**src/rtl/pipeline_stage_registers.sv**
```systemverilog
// ============================================================================
// Module : pipeline_stage_registers (package)
// Brief  : Shared IF/ID and ID/EX stage records, ALU op and RV32I opcodes
// Rev    : 1.0  initial release
// ============================================================================
`default_nettype none

package pipeline_stage_registers;

  localparam logic [6:0] c_OPC_LUI     = 7'b0110111;
  localparam logic [6:0] c_OPC_AUIPC   = 7'b0010111;
  localparam logic [6:0] c_OPC_JAL     = 7'b1101111;
  localparam logic [6:0] c_OPC_JALR    = 7'b1100111;
  localparam logic [6:0] c_OPC_BRANCH  = 7'b1100011;
  localparam logic [6:0] c_OPC_LOAD    = 7'b0000011;
  localparam logic [6:0] c_OPC_STORE   = 7'b0100011;
  localparam logic [6:0] c_OPC_OPIMM   = 7'b0010011;
  localparam logic [6:0] c_OPC_OP      = 7'b0110011;
  localparam logic [6:0] c_OPC_MISCMEM = 7'b0001111;
  localparam logic [6:0] c_OPC_SYSTEM  = 7'b1110011;

  typedef enum logic [3:0] {
    ALU_ADD   = 4'd0,
    ALU_SUB   = 4'd1,
    ALU_SLL   = 4'd2,
    ALU_SLT   = 4'd3,
    ALU_SLTU  = 4'd4,
    ALU_XOR   = 4'd5,
    ALU_SRL   = 4'd6,
    ALU_SRA   = 4'd7,
    ALU_OR    = 4'd8,
    ALU_AND   = 4'd9,
    ALU_PASSB = 4'd10
  } alu_op_e;

  typedef enum logic [2:0] {
    IMM_NONE = 3'd0,
    IMM_I    = 3'd1,
    IMM_S    = 3'd2,
    IMM_B    = 3'd3,
    IMM_U    = 3'd4,
    IMM_J    = 3'd5
  } imm_fmt_e;

  typedef struct packed {
    logic [31:0] pc;
    logic [31:0] fetched_inst;
  } IF_ID;

  typedef struct packed {
    logic [31:0] pc;
    logic [4:0]  rd;
    logic [4:0]  rs1;
    logic [4:0]  rs2;
    logic [2:0]  funct3;
    alu_op_e     alu_op;
    logic [31:0] imm;
    logic [31:0] rs1_val;
    logic [31:0] rs2_val;
    logic        reg_write;
    logic        mem_read;
    logic        mem_write;
    logic        branch;
    logic        jump;
    logic        illegal;
    logic        valid;
  } ID_EX;

  // alt selects SUB/SRA (funct7[5]) where the encoding allows it
  function automatic alu_op_e alu_from_f3(input logic [2:0] f3, input logic alt);
    alu_op_e op;
    case (f3)
      3'b000:  op = alt ? ALU_SUB : ALU_ADD;
      3'b001:  op = ALU_SLL;
      3'b010:  op = ALU_SLT;
      3'b011:  op = ALU_SLTU;
      3'b100:  op = ALU_XOR;
      3'b101:  op = alt ? ALU_SRA : ALU_SRL;
      3'b110:  op = ALU_OR;
      default: op = ALU_AND;
    endcase
    return op;
  endfunction

endpackage

`default_nettype wire

```
**src/rtl/imm_gen.sv**
```systemverilog
// ============================================================================
// Module : imm_gen
// Brief  : Combinational RV32I immediate extraction and sign extension
// Rev    : 1.0  initial release
// ============================================================================
`default_nettype none

module imm_gen
  import pipeline_stage_registers::*;
(
  input  logic [31:0] inst_i,
  input  imm_fmt_e    fmt_i,
  output logic [31:0] imm_o
);

  logic w_unused;
  assign w_unused = ^inst_i[6:0];

  always_comb begin
    imm_o = '0;
    case (fmt_i)
      IMM_I:   imm_o = {{20{inst_i[31]}}, inst_i[31:20]};
      IMM_S:   imm_o = {{20{inst_i[31]}}, inst_i[31:25], inst_i[11:7]};
      IMM_B:   imm_o = {{19{inst_i[31]}}, inst_i[31], inst_i[7], inst_i[30:25],
                        inst_i[11:8], 1'b0};
      IMM_U:   imm_o = {inst_i[31:12], 12'b0};
      IMM_J:   imm_o = {{11{inst_i[31]}}, inst_i[31], inst_i[19:12], inst_i[20],
                        inst_i[30:21], 1'b0};
      default: imm_o = '0;
    endcase
  end

endmodule

`default_nettype wire

```
**src/rtl/decode_unit.sv**
```systemverilog
// ============================================================================
// Module : decode_unit
// Brief  : RV32I decode stage with write-back bypass and load-use stall
// Rev    : 1.0  initial release
// ============================================================================
`default_nettype none

module decode_unit
  import pipeline_stage_registers::*;
(
  input  logic        clk,
  input  logic        reset,
  input  IF_ID        if_id_reg,
  input  logic        stall,
  input  logic        flush,
  output logic [4:0]  rf_rs1_addr,
  output logic [4:0]  rf_rs2_addr,
  input  logic [31:0] rf_rs1_data,
  input  logic [31:0] rf_rs2_data,
  input  logic        wb_we,
  input  logic [4:0]  wb_rd,
  input  logic [31:0] wb_data,
  output logic        hazard_stall,
  output ID_EX        id_ex_reg
);

  ID_EX        id_ex_q, id_ex_d;
  ID_EX        w_dec;
  logic [31:0] w_inst, w_imm, w_rs1_val, w_rs2_val;
  logic [6:0]  w_opc, w_f7;
  logic [2:0]  w_f3;
  logic [4:0]  w_rs1, w_rs2, w_rd;
  imm_fmt_e    w_fmt;
  alu_op_e     w_alu;
  logic        w_legal, w_rw, w_mr, w_mw, w_br, w_jp;
  logic        w_use_rs1, w_use_rs2, w_rd_zero, w_bubble;

  assign w_inst   = if_id_reg.fetched_inst;
  assign w_opc    = w_inst[6:0];
  assign w_rd     = w_inst[11:7];
  assign w_f3     = w_inst[14:12];
  assign w_rs1    = w_inst[19:15];
  assign w_rs2    = w_inst[24:20];
  assign w_f7     = w_inst[31:25];
  assign w_bubble = (w_inst == 32'd0);

  assign rf_rs1_addr = w_rs1;
  assign rf_rs2_addr = w_rs2;

  // x0 always reads zero; otherwise the write-back value wins over the array
  assign w_rs1_val = (w_rs1 == 5'd0) ? 32'd0 :
                     (wb_we && (wb_rd == w_rs1)) ? wb_data : rf_rs1_data;
  assign w_rs2_val = (w_rs2 == 5'd0) ? 32'd0 :
                     (wb_we && (wb_rd == w_rs2)) ? wb_data : rf_rs2_data;

  imm_gen u_imm_gen (
    .inst_i (w_inst),
    .fmt_i  (w_fmt),
    .imm_o  (w_imm)
  );

  always_comb begin
    w_fmt     = IMM_NONE;
    w_alu     = ALU_ADD;
    w_legal   = 1'b0;
    w_rw      = 1'b0;
    w_mr      = 1'b0;
    w_mw      = 1'b0;
    w_br      = 1'b0;
    w_jp      = 1'b0;
    w_use_rs1 = 1'b1;
    w_use_rs2 = 1'b0;
    w_rd_zero = 1'b0;
    case (w_opc)
      c_OPC_LUI: begin
        w_legal = 1'b1; w_fmt = IMM_U; w_alu = ALU_PASSB; w_rw = 1'b1; w_use_rs1 = 1'b0;
      end
      c_OPC_AUIPC: begin
        w_legal = 1'b1; w_fmt = IMM_U; w_rw = 1'b1; w_use_rs1 = 1'b0;
      end
      c_OPC_JAL: begin
        w_legal = 1'b1; w_fmt = IMM_J; w_rw = 1'b1; w_jp = 1'b1; w_use_rs1 = 1'b0;
      end
      c_OPC_JALR: begin
        w_legal = (w_f3 == 3'b000); w_fmt = IMM_I; w_rw = 1'b1; w_jp = 1'b1;
      end
      c_OPC_BRANCH: begin
        w_legal   = (w_f3 != 3'b010) && (w_f3 != 3'b011);
        w_fmt     = IMM_B; w_br = 1'b1; w_use_rs2 = 1'b1; w_rd_zero = 1'b1;
        w_alu     = (w_f3[2:1] == 2'b00) ? ALU_SUB :
                    (w_f3[1] ? ALU_SLTU : ALU_SLT);
      end
      c_OPC_LOAD: begin
        w_legal = w_f3 inside {3'b000, 3'b001, 3'b010, 3'b100, 3'b101};
        w_fmt   = IMM_I; w_rw = 1'b1; w_mr = 1'b1;
      end
      c_OPC_STORE: begin
        w_legal = w_f3 inside {3'b000, 3'b001, 3'b010};
        w_fmt   = IMM_S; w_mw = 1'b1; w_use_rs2 = 1'b1; w_rd_zero = 1'b1;
      end
      c_OPC_OPIMM: begin
        case (w_f3)
          3'b001:  w_legal = (w_f7 == 7'b0000000);
          3'b101:  w_legal = (w_f7 == 7'b0000000) || (w_f7 == 7'b0100000);
          default: w_legal = 1'b1;
        endcase
        w_fmt = IMM_I; w_rw = 1'b1;
        w_alu = alu_from_f3(w_f3, (w_f3 == 3'b101) && w_f7[5]);
      end
      c_OPC_OP: begin
        w_legal = (w_f7 == 7'b0000000) ||
                  ((w_f7 == 7'b0100000) && ((w_f3 == 3'b000) || (w_f3 == 3'b101)));
        w_rw = 1'b1; w_use_rs2 = 1'b1;
        w_alu = alu_from_f3(w_f3, w_f7[5]);
      end
      c_OPC_MISCMEM: w_legal = (w_f3 == 3'b000) || (w_f3 == 3'b001);
      c_OPC_SYSTEM:  w_legal = (w_f3 != 3'b100);
      default:       w_legal = 1'b0;
    endcase
  end

  always_comb begin
    w_dec = '0;
    if (!w_bubble) begin
      w_dec.valid     = 1'b1;
      w_dec.illegal   = !w_legal;
      w_dec.pc        = if_id_reg.pc;
      w_dec.rd        = w_rd_zero ? 5'd0 : w_rd;
      w_dec.rs1       = w_rs1;
      w_dec.rs2       = w_rs2;
      w_dec.funct3    = w_f3;
      w_dec.alu_op    = w_legal ? w_alu : ALU_ADD;
      w_dec.imm       = w_imm;
      w_dec.rs1_val   = w_rs1_val;
      w_dec.rs2_val   = w_rs2_val;
      w_dec.reg_write = w_legal && w_rw && !w_rd_zero && (w_rd != 5'd0);
      w_dec.mem_read  = w_legal && w_mr;
      w_dec.mem_write = w_legal && w_mw;
      w_dec.branch    = w_legal && w_br;
      w_dec.jump      = w_legal && w_jp;
    end
  end

  // Load-use: the load in execute has not produced its data yet
  assign hazard_stall = id_ex_q.valid && id_ex_q.mem_read && (id_ex_q.rd != 5'd0) &&
                        !w_bubble &&
                        ((w_use_rs1 && (w_rs1 == id_ex_q.rd)) ||
                         (w_use_rs2 && (w_rs2 == id_ex_q.rd)));

  always_comb begin
    id_ex_d = w_dec;
    if (flush)             id_ex_d = '0;
    else if (stall)        id_ex_d = id_ex_q;
    else if (hazard_stall) id_ex_d = '0;
  end

  always_ff @(posedge clk) begin
    if (reset) id_ex_q <= '0;
    else       id_ex_q <= id_ex_d;
  end

  assign id_ex_reg = id_ex_q;

endmodule

`default_nettype wire

```
**config.mk**
```make
export PLATFORM = sky130hd
export DESIGN_NAME = decode_unit
export DESIGN_NICKNAME = d
export VERILOG_FILES = /design/src/rtl/pipeline_stage_registers.sv /design/src/rtl/imm_gen.sv /design/src/rtl/decode_unit.sv
export SDC_FILE = /design/constraint.sdc
export NUM_CORES = 1
export LEC_CHECK = 0
export ABC_CLOCK_PERIOD_IN_PS = 3100
export BUFFER_PORTS_ARGS = -buffer_cell sky130_fd_sc_hd__buf_2
export CAP_MARGIN = 10
export CORE_AREA = 4 4 129 131
export CTS_BUF_LIST = sky130_fd_sc_hd__clkbuf_16
export CTS_CLUSTER_DIAMETER = 100
export DETAILED_ROUTE_END_ITERATION = 10
export DIE_AREA = 0 0 133 135
export PLACE_DENSITY = 0.73
export SETUP_SLACK_MARGIN = 0.1
export SYNTH_ARGS = -nofsm -noshare
export SYNTH_HDL_FRONTEND = slang
export SYNTH_SLANG_ARGS = --single-unit
```
**constraint.sdc**
```tcl
create_clock -name clk -period 3.1 [get_ports clk]
set_clock_uncertainty 0.15 [all_clocks]
set_input_delay 0.155 -clock clk [delete_from_list [all_inputs] [get_ports clk]]
set_output_delay 0.155 -clock clk [all_outputs]
set_load 0.005 [all_outputs]
```
Yosys cells after proc, flatten, opt, wreduce, memory -nomap -nowiden
Index checks and enable logic that the tools add are counted.
- register bits after elaboration: 157
- latch bits: 0
- memory bits (writable): 0
- memory bits (read-only): 0
- output and inout port bits: 168
- memories kept: 0
- $add $sub $neg: 0
- multiply operators: 0
- div/mod/pow operators: 0
- order comparisons: 0
- equal/unequal tests: 30
- shift-type cells: 0
- muxes and demuxes: 29
- bitwise operators: 0
- reductions and logical operators: 44
- operators by type and width (kind ; count):
    157-bit 2-to-1 mux ; 2
    32-bit case mux with 5 select lines ; 1
    32-bit 2-to-1 mux ; 4
    4-bit case mux with 7 select lines ; 2
    32-bit zero test ; 1
    7-bit by 6-bit equality test with 1-bit output (second input constant) ; 4
    7-bit equality test (second input constant) ; 4
    5-bit equality test ; 4
    1-bit logical AND ; 18
    4-bit case mux with 4 select lines ; 1
    3-bit equality test (second input constant) ; 5
    3-bit case mux with 5 select lines ; 1
    5-bit nonzero test ; 3
    7-bit by 5-bit equality test with 1-bit output (second input constant) ; 2
    3-bit by 2-bit equality test with 1-bit output (second input constant) ; 4
    1-bit 2-to-1 mux ; 12
    5-bit zero test ; 2
    1-bit case mux with 9 select lines ; 1
    3-bit OR reduction ; 3
    2-bit OR reduction ; 4
    7-bit by 2-bit equality test with 1-bit output (second input constant) ; 1
    7-bit by 4-bit equality test with 1-bit output (second input constant) ; 1
    7-bit zero test ; 1
    7-bit OR reduction ; 1
    12 further kinds ; 21

Longest topological paths before layout
- word-level depth: 10
- mapped depth: 10
- gate-level depth less buffers: 5

Cells and area by module
Synthesis repeated with hierarchy kept, for this count alone.
- cell total of the unflattened synthesis: 705
- area, all modules: 6831.6 µm²
- by module, submodules not included (module ; instances ; cells each ; area each (µm²)):
    decode_unit ; 1 ; 635 ; 6299.8
    imm_gen ; 1 ; 70 ; 531.8

Worst setup path before layout
No wires, ideal clock.
- kind: in2reg
- from: in if_id_reg[3] (netlist bit)
- to: reg id_ex_q (netlist bit id_ex_reg[146])
- library setup time: 117 ps
- arrival: 1985 ps
- required time: 2833 ps
- slack: 848 ps
- cell stages on the path: 10
- path through: buf_6 > and4b_1 > o21ba_1 > or4_1 > buf_2 > and3_1 > buf_6 > buf_6 > buf_6 > a22o_1
- word-level cells in the longest chain between the ends: 7
- ends and longest elaborated chain (item ; line ; RTL):
    start: declaration ; decode_unit.sv:13 ; input IF_ID if_id_reg,
    7-bit equality test, or another cell as far along ; decode_unit.sv:74 ; case (w_opc)
    3-bit OR reduction (no line) ; -- ;
    1-bit 2-to-1 mux ; decode_unit.sv:74 ;
    1-bit logical AND, on equally long branches ; decode_unit.sv:147, decode_unit.sv:148 ;
    1-bit logical OR ; decode_unit.sv:147 ; ((w_use_rs1 && (w_rs1 == id_ex_q.rd)) ||
    1-bit logical AND ; decode_unit.sv:146 ; !w_bubble &&
    157-bit 2-to-1 mux (*) ; decode_unit.sv:154 ; else if (hazard_stall) id_ex_d = '0;
    end signal: assignment ; decode_unit.sv:159 ; else id_ex_q <= id_ex_d;
    end: declaration ; decode_unit.sv:27 ; ID_EX id_ex_q, id_ex_d;
Mark *: on every way between the ends. The rest lies on a longest branch, timed or not.
A chain may end at the register's enable or synchronous reset.

Worst setup path in the final report
- from: in if_id_reg[22] (netlist bit)
- to: reg id_ex_q (netlist bit id_ex_reg[16])
- word-level cells in the longest chain between the ends: 6
- ends and longest elaborated chain (item ; line ; RTL):
    5-bit equality test ; decode_unit.sv:54 ; (wb_we && (wb_rd == w_rs2)) ? wb_data : rf_rs2_data;
    1-bit logical AND ; decode_unit.sv:54 ;
    32-bit 2-to-1 mux ; decode_unit.sv:54 ;
    32-bit 2-to-1 mux ; decode_unit.sv:53 ; assign w_rs2_val = (w_rs2 == 5'd0) ? 32'd0 :
    157-bit 2-to-1 mux ; decode_unit.sv:124 ; if (!w_bubble) begin
    157-bit 2-to-1 mux (*) ; decode_unit.sv:154 ;
Marks and branches as above.

==> results.md <==
- Clock sinks: 157
- Static leakage: around 4.9 nW
- Final Total Pwr: 4.793 mW
- Path type of the worst min-delay path: in2reg
- Arrival time of data at the critical path endpoint: 3.04 ns
- Category of the critical setup timing path: in2reg
- Number of design-rule violations left by the first detailed-router iteration: 534
- Root Buffer Master: sky130_fd_sc_hd__clkbuf_16
- Number of global-route vias before repair: 7924
- Syn avg cell area: 9.402 um2
- I/O pin cnt: 338
- Final setup margin: between 0.15 and 0.2 ns
- Type of destination of the critical path: register
- Nature of the critical path startpoint: input pin
- Antenna violations before repair: 3
- Run status: finished clean
- Period utilization: 93.67%
- Proportion of layout cells with a drive suffix above 1: around 32%
- Buffers from clock root to sink, at most: 2
- Clock transition at the registers of the reported paths: approximately 0.07 ns
- Remaining max-slew budget at the tightest pin: 48.74%
- Main flop type after synthesis: sky130_fd_sc_hd__dfxtp_1
- Power density normalized to cell area: 444.2 nW/um2
- DRC errors left: 0
- Final Util: 69.18%
- Synth-to-layout area growth: 63.02%
- Proportion of synthesized flip-flops having asynchronous set or reset: 0%
- Routed via count: 7791
- Vias per std cell: 5.490
- Number of flops mapped to enable cells by yosys: 0
- Initial Utilization: 42.44%
- # rows: 46
- Synth area leader: sky130_fd_sc_hd__dfxtp_1
- Number of input and output port buffers inserted: ~340
- Vertical die dimension: 135 um
- Total Routed Length: 28.78 mm
- Number of hold-slack violations in the final timing report: 0
- Seq/Total Area, Yosys: 47.49%
- Cells after Synth: between 700 and 800
- Final worst path period need: 2.904 ns
- TritonCTS clock tree: yes
- DP Wirelength: 17.32 mm
- DP Worst Slack: 0.5684 ns
- Number of detailed-routing iterations run before antenna repair: 5
- Mapped Area: roughly 6600 um2
- Largest register FFs: 157
- Final setup violating endpoints: 0
- Most common cell in the netlist: sky130_fd_sc_hd__dfxtp_1
- Highest signal layer in the routed design: met4
- Cell types with the highest counts after synthesis: sky130_fd_sc_hd__dfxtp_1 (157), sky130_fd_sc_hd__nand2_1 (102), sky130_fd_sc_hd__o21ai_0 (86)
- Number of violations of the max-capacitance limit: 0
- Final Instance Count excl. Fillers: 1419
- Routability Congestion: just under 0.9
- Main area contributors after synthesis: sky130_fd_sc_hd__dfxtp_1 (47%), sky130_fd_sc_hd__mux2i_1 (9.7%), sky130_fd_sc_hd__a22o_1 (7.8%)
- Remaining global-route overflow: 0
- Flip-flop and latch count after synthesis: ~160
- Placed cell count: 1200
- Req. time, crit path: 3.24 ns
- Nets@finish: 1357
- Number of warnings printed during yosys synthesis: 0
- Total count of max-transition violations in the final report: 0
- Worst IR drop on VDD: 354.0 uV
- Maximum clock rate: 344.4 MHz
- Count of nets left with antenna violations after detail routing: 0
- Die area: 17960 um2
- Global-route wire length before repair: between 40 and 50 mm
- Average routed wire per standard cell: between 20 and 25 um
- Unique cell type count in the Yosys netlist: 50
- Share of the synthesized area in the top cell type: 47.49%
- Total length of routed met3 wires: 2.598 mm
- Syn nets: 874
- Slew of the pin with the lowest slew margin: slightly below 0.8 ns
- Detailed-routing wirelength on met1: 10.56 mm
- Unrepaired setup endpoints after global routing: no
- Top fanout value on the critical path: 18
- Final sum of negative setup slack: 0 ns
- Total met2 wirelength after detailed routing: 14.58 mm
- H-tree levels: 4
- Die Wd: roughly 130 um
- Area of the placeable core: 15600 um2
- Cts bufs inserted: 17
- Total track usage: 30.62%
- Clock latency of the later-clocked register in the worst-skew pair: 0.41 ns
- Pin count of the biggest net entering global routing: between 80 and 90
-- repair_timing --
action / in CTS / in global routing
setup buffers: 0 / 0
gates resized for setup: 0 / 3
setup endpoints to repair: 0 / 18
hold buffers: 184 / 0
hold endpoints to repair: 133 / 0
-- layer usage --
layer | track usage [%] | vias to the layer above
li1 | - | 3526
met1 | 34.22 | 3658
met2 | 55.28 | 514
met3 | 8.346 | 93
met4 | 12.12 | 0
met5 | 0 | -
-- power breakdown --
group / total (mW) / switching [mW] / internal (mW)
sequential: 2.10 / 0.0336 / 2.07
clock: 2.02 / 0.902 / 1.12
combinational: 0.671 / 0.306 / 0.365
-- critical path, cell delays in order --
cell and delay (ns):
sky130_fd_sc_hd__dlygate4sd3_1 0.54, sky130_fd_sc_hd__buf_2 0.20, sky130_fd_sc_hd__xor2_1 0.18, sky130_fd_sc_hd__nor4_1 0.28, sky130_fd_sc_hd__and3_4 0.47, sky130_fd_sc_hd__buf_4 0.27, sky130_fd_sc_hd__mux2i_1 0.26, sky130_fd_sc_hd__dlygate4sd3_1 0.58
sky130_fd_sc_hd__o21ai_0 0.08
-- cell families (layout without fill, tap and decap cells) --
group	count (synthesis)	count (layout)	share of synthesized area (%)
compound gates	221	221	23.03
simple gates	167	167	11.72
flops	157	157	47.49
buf+inv	74	570	5.312
mux	64	64	9.679
xor+xnor	21	21	2.779
other cells	0	3	0
-- final timing paths --
check                 start  cells after the start              to  slack (ns)
max           if_id_reg[22]                      9   id_ex_reg[16]        0.20
min            if_id_reg[6]                      2    id_ex_reg[4]        0.05
max reg2reg  id_ex_reg[121]                      6  id_ex_reg[150]        0.57
min reg2reg   id_ex_reg[85]                      2   id_ex_reg[85]        0.30
-- area by class of cell --
| type | instances | area, um2 |
|---|---|---|
| flip-flops and latches | 157 | 3143 |
| inverters | 4 | 15.01 |
| clock inverters | 15 | 137.6 |
| diodes | 3 | 7.507 |
| fillers | 1116 | 4807 |
| clock buffers | 17 | 425.4 |
| repair buffers | 534 | 3655 |
| multi-input cells | 473 | 3137 |
| well taps | 216 | 270.3 |
-- metrics by stage --
stage | area, um2 | hold WS (ns)
floorplan | 6619 | 0.08179
global placement | 8371 | 0.2148
detailed placement | 8371 | 0.2174
CTS | 10780 | 0.001319
global route | 10790 | 0.03829
finish | 10790 | 0.04575
-- placed cells by master (no fill, tap or decap), types with 4 or more instances in the layout --
cell type,n
sky130_fd_sc_hd__nor4_1,7
sky130_fd_sc_hd__o31ai_1,5
sky130_fd_sc_hd__buf_2,337
sky130_fd_sc_hd__a32o_1,11
sky130_fd_sc_hd__clkbuf_16,17
sky130_fd_sc_hd__a22o_1,59
sky130_fd_sc_hd__clkinvlp_4,4
sky130_fd_sc_hd__o21ai_0,85
sky130_fd_sc_hd__nand3_1,8
sky130_fd_sc_hd__nor2_1,12
sky130_fd_sc_hd__xnor2_1,12
sky130_fd_sc_hd__xor2_1,9
sky130_fd_sc_hd__dfxtp_1,157
sky130_fd_sc_hd__a21oi_1,16
sky130_fd_sc_hd__nor3_1,5
sky130_fd_sc_hd__nand4_1,4
sky130_fd_sc_hd__nor2b_1,5
sky130_fd_sc_hd__a22oi_1,5
sky130_fd_sc_hd__a21o_1,13
sky130_fd_sc_hd__inv_6,4
sky130_fd_sc_hd__a211oi_1,6
sky130_fd_sc_hd__inv_1,4
sky130_fd_sc_hd__dlygate4sd3_1,184
sky130_fd_sc_hd__buf_4,10
sky130_fd_sc_hd__mux2i_1,64
sky130_fd_sc_hd__nand2_1,102
Note: power is estimated with default switching activity, not from simulation.
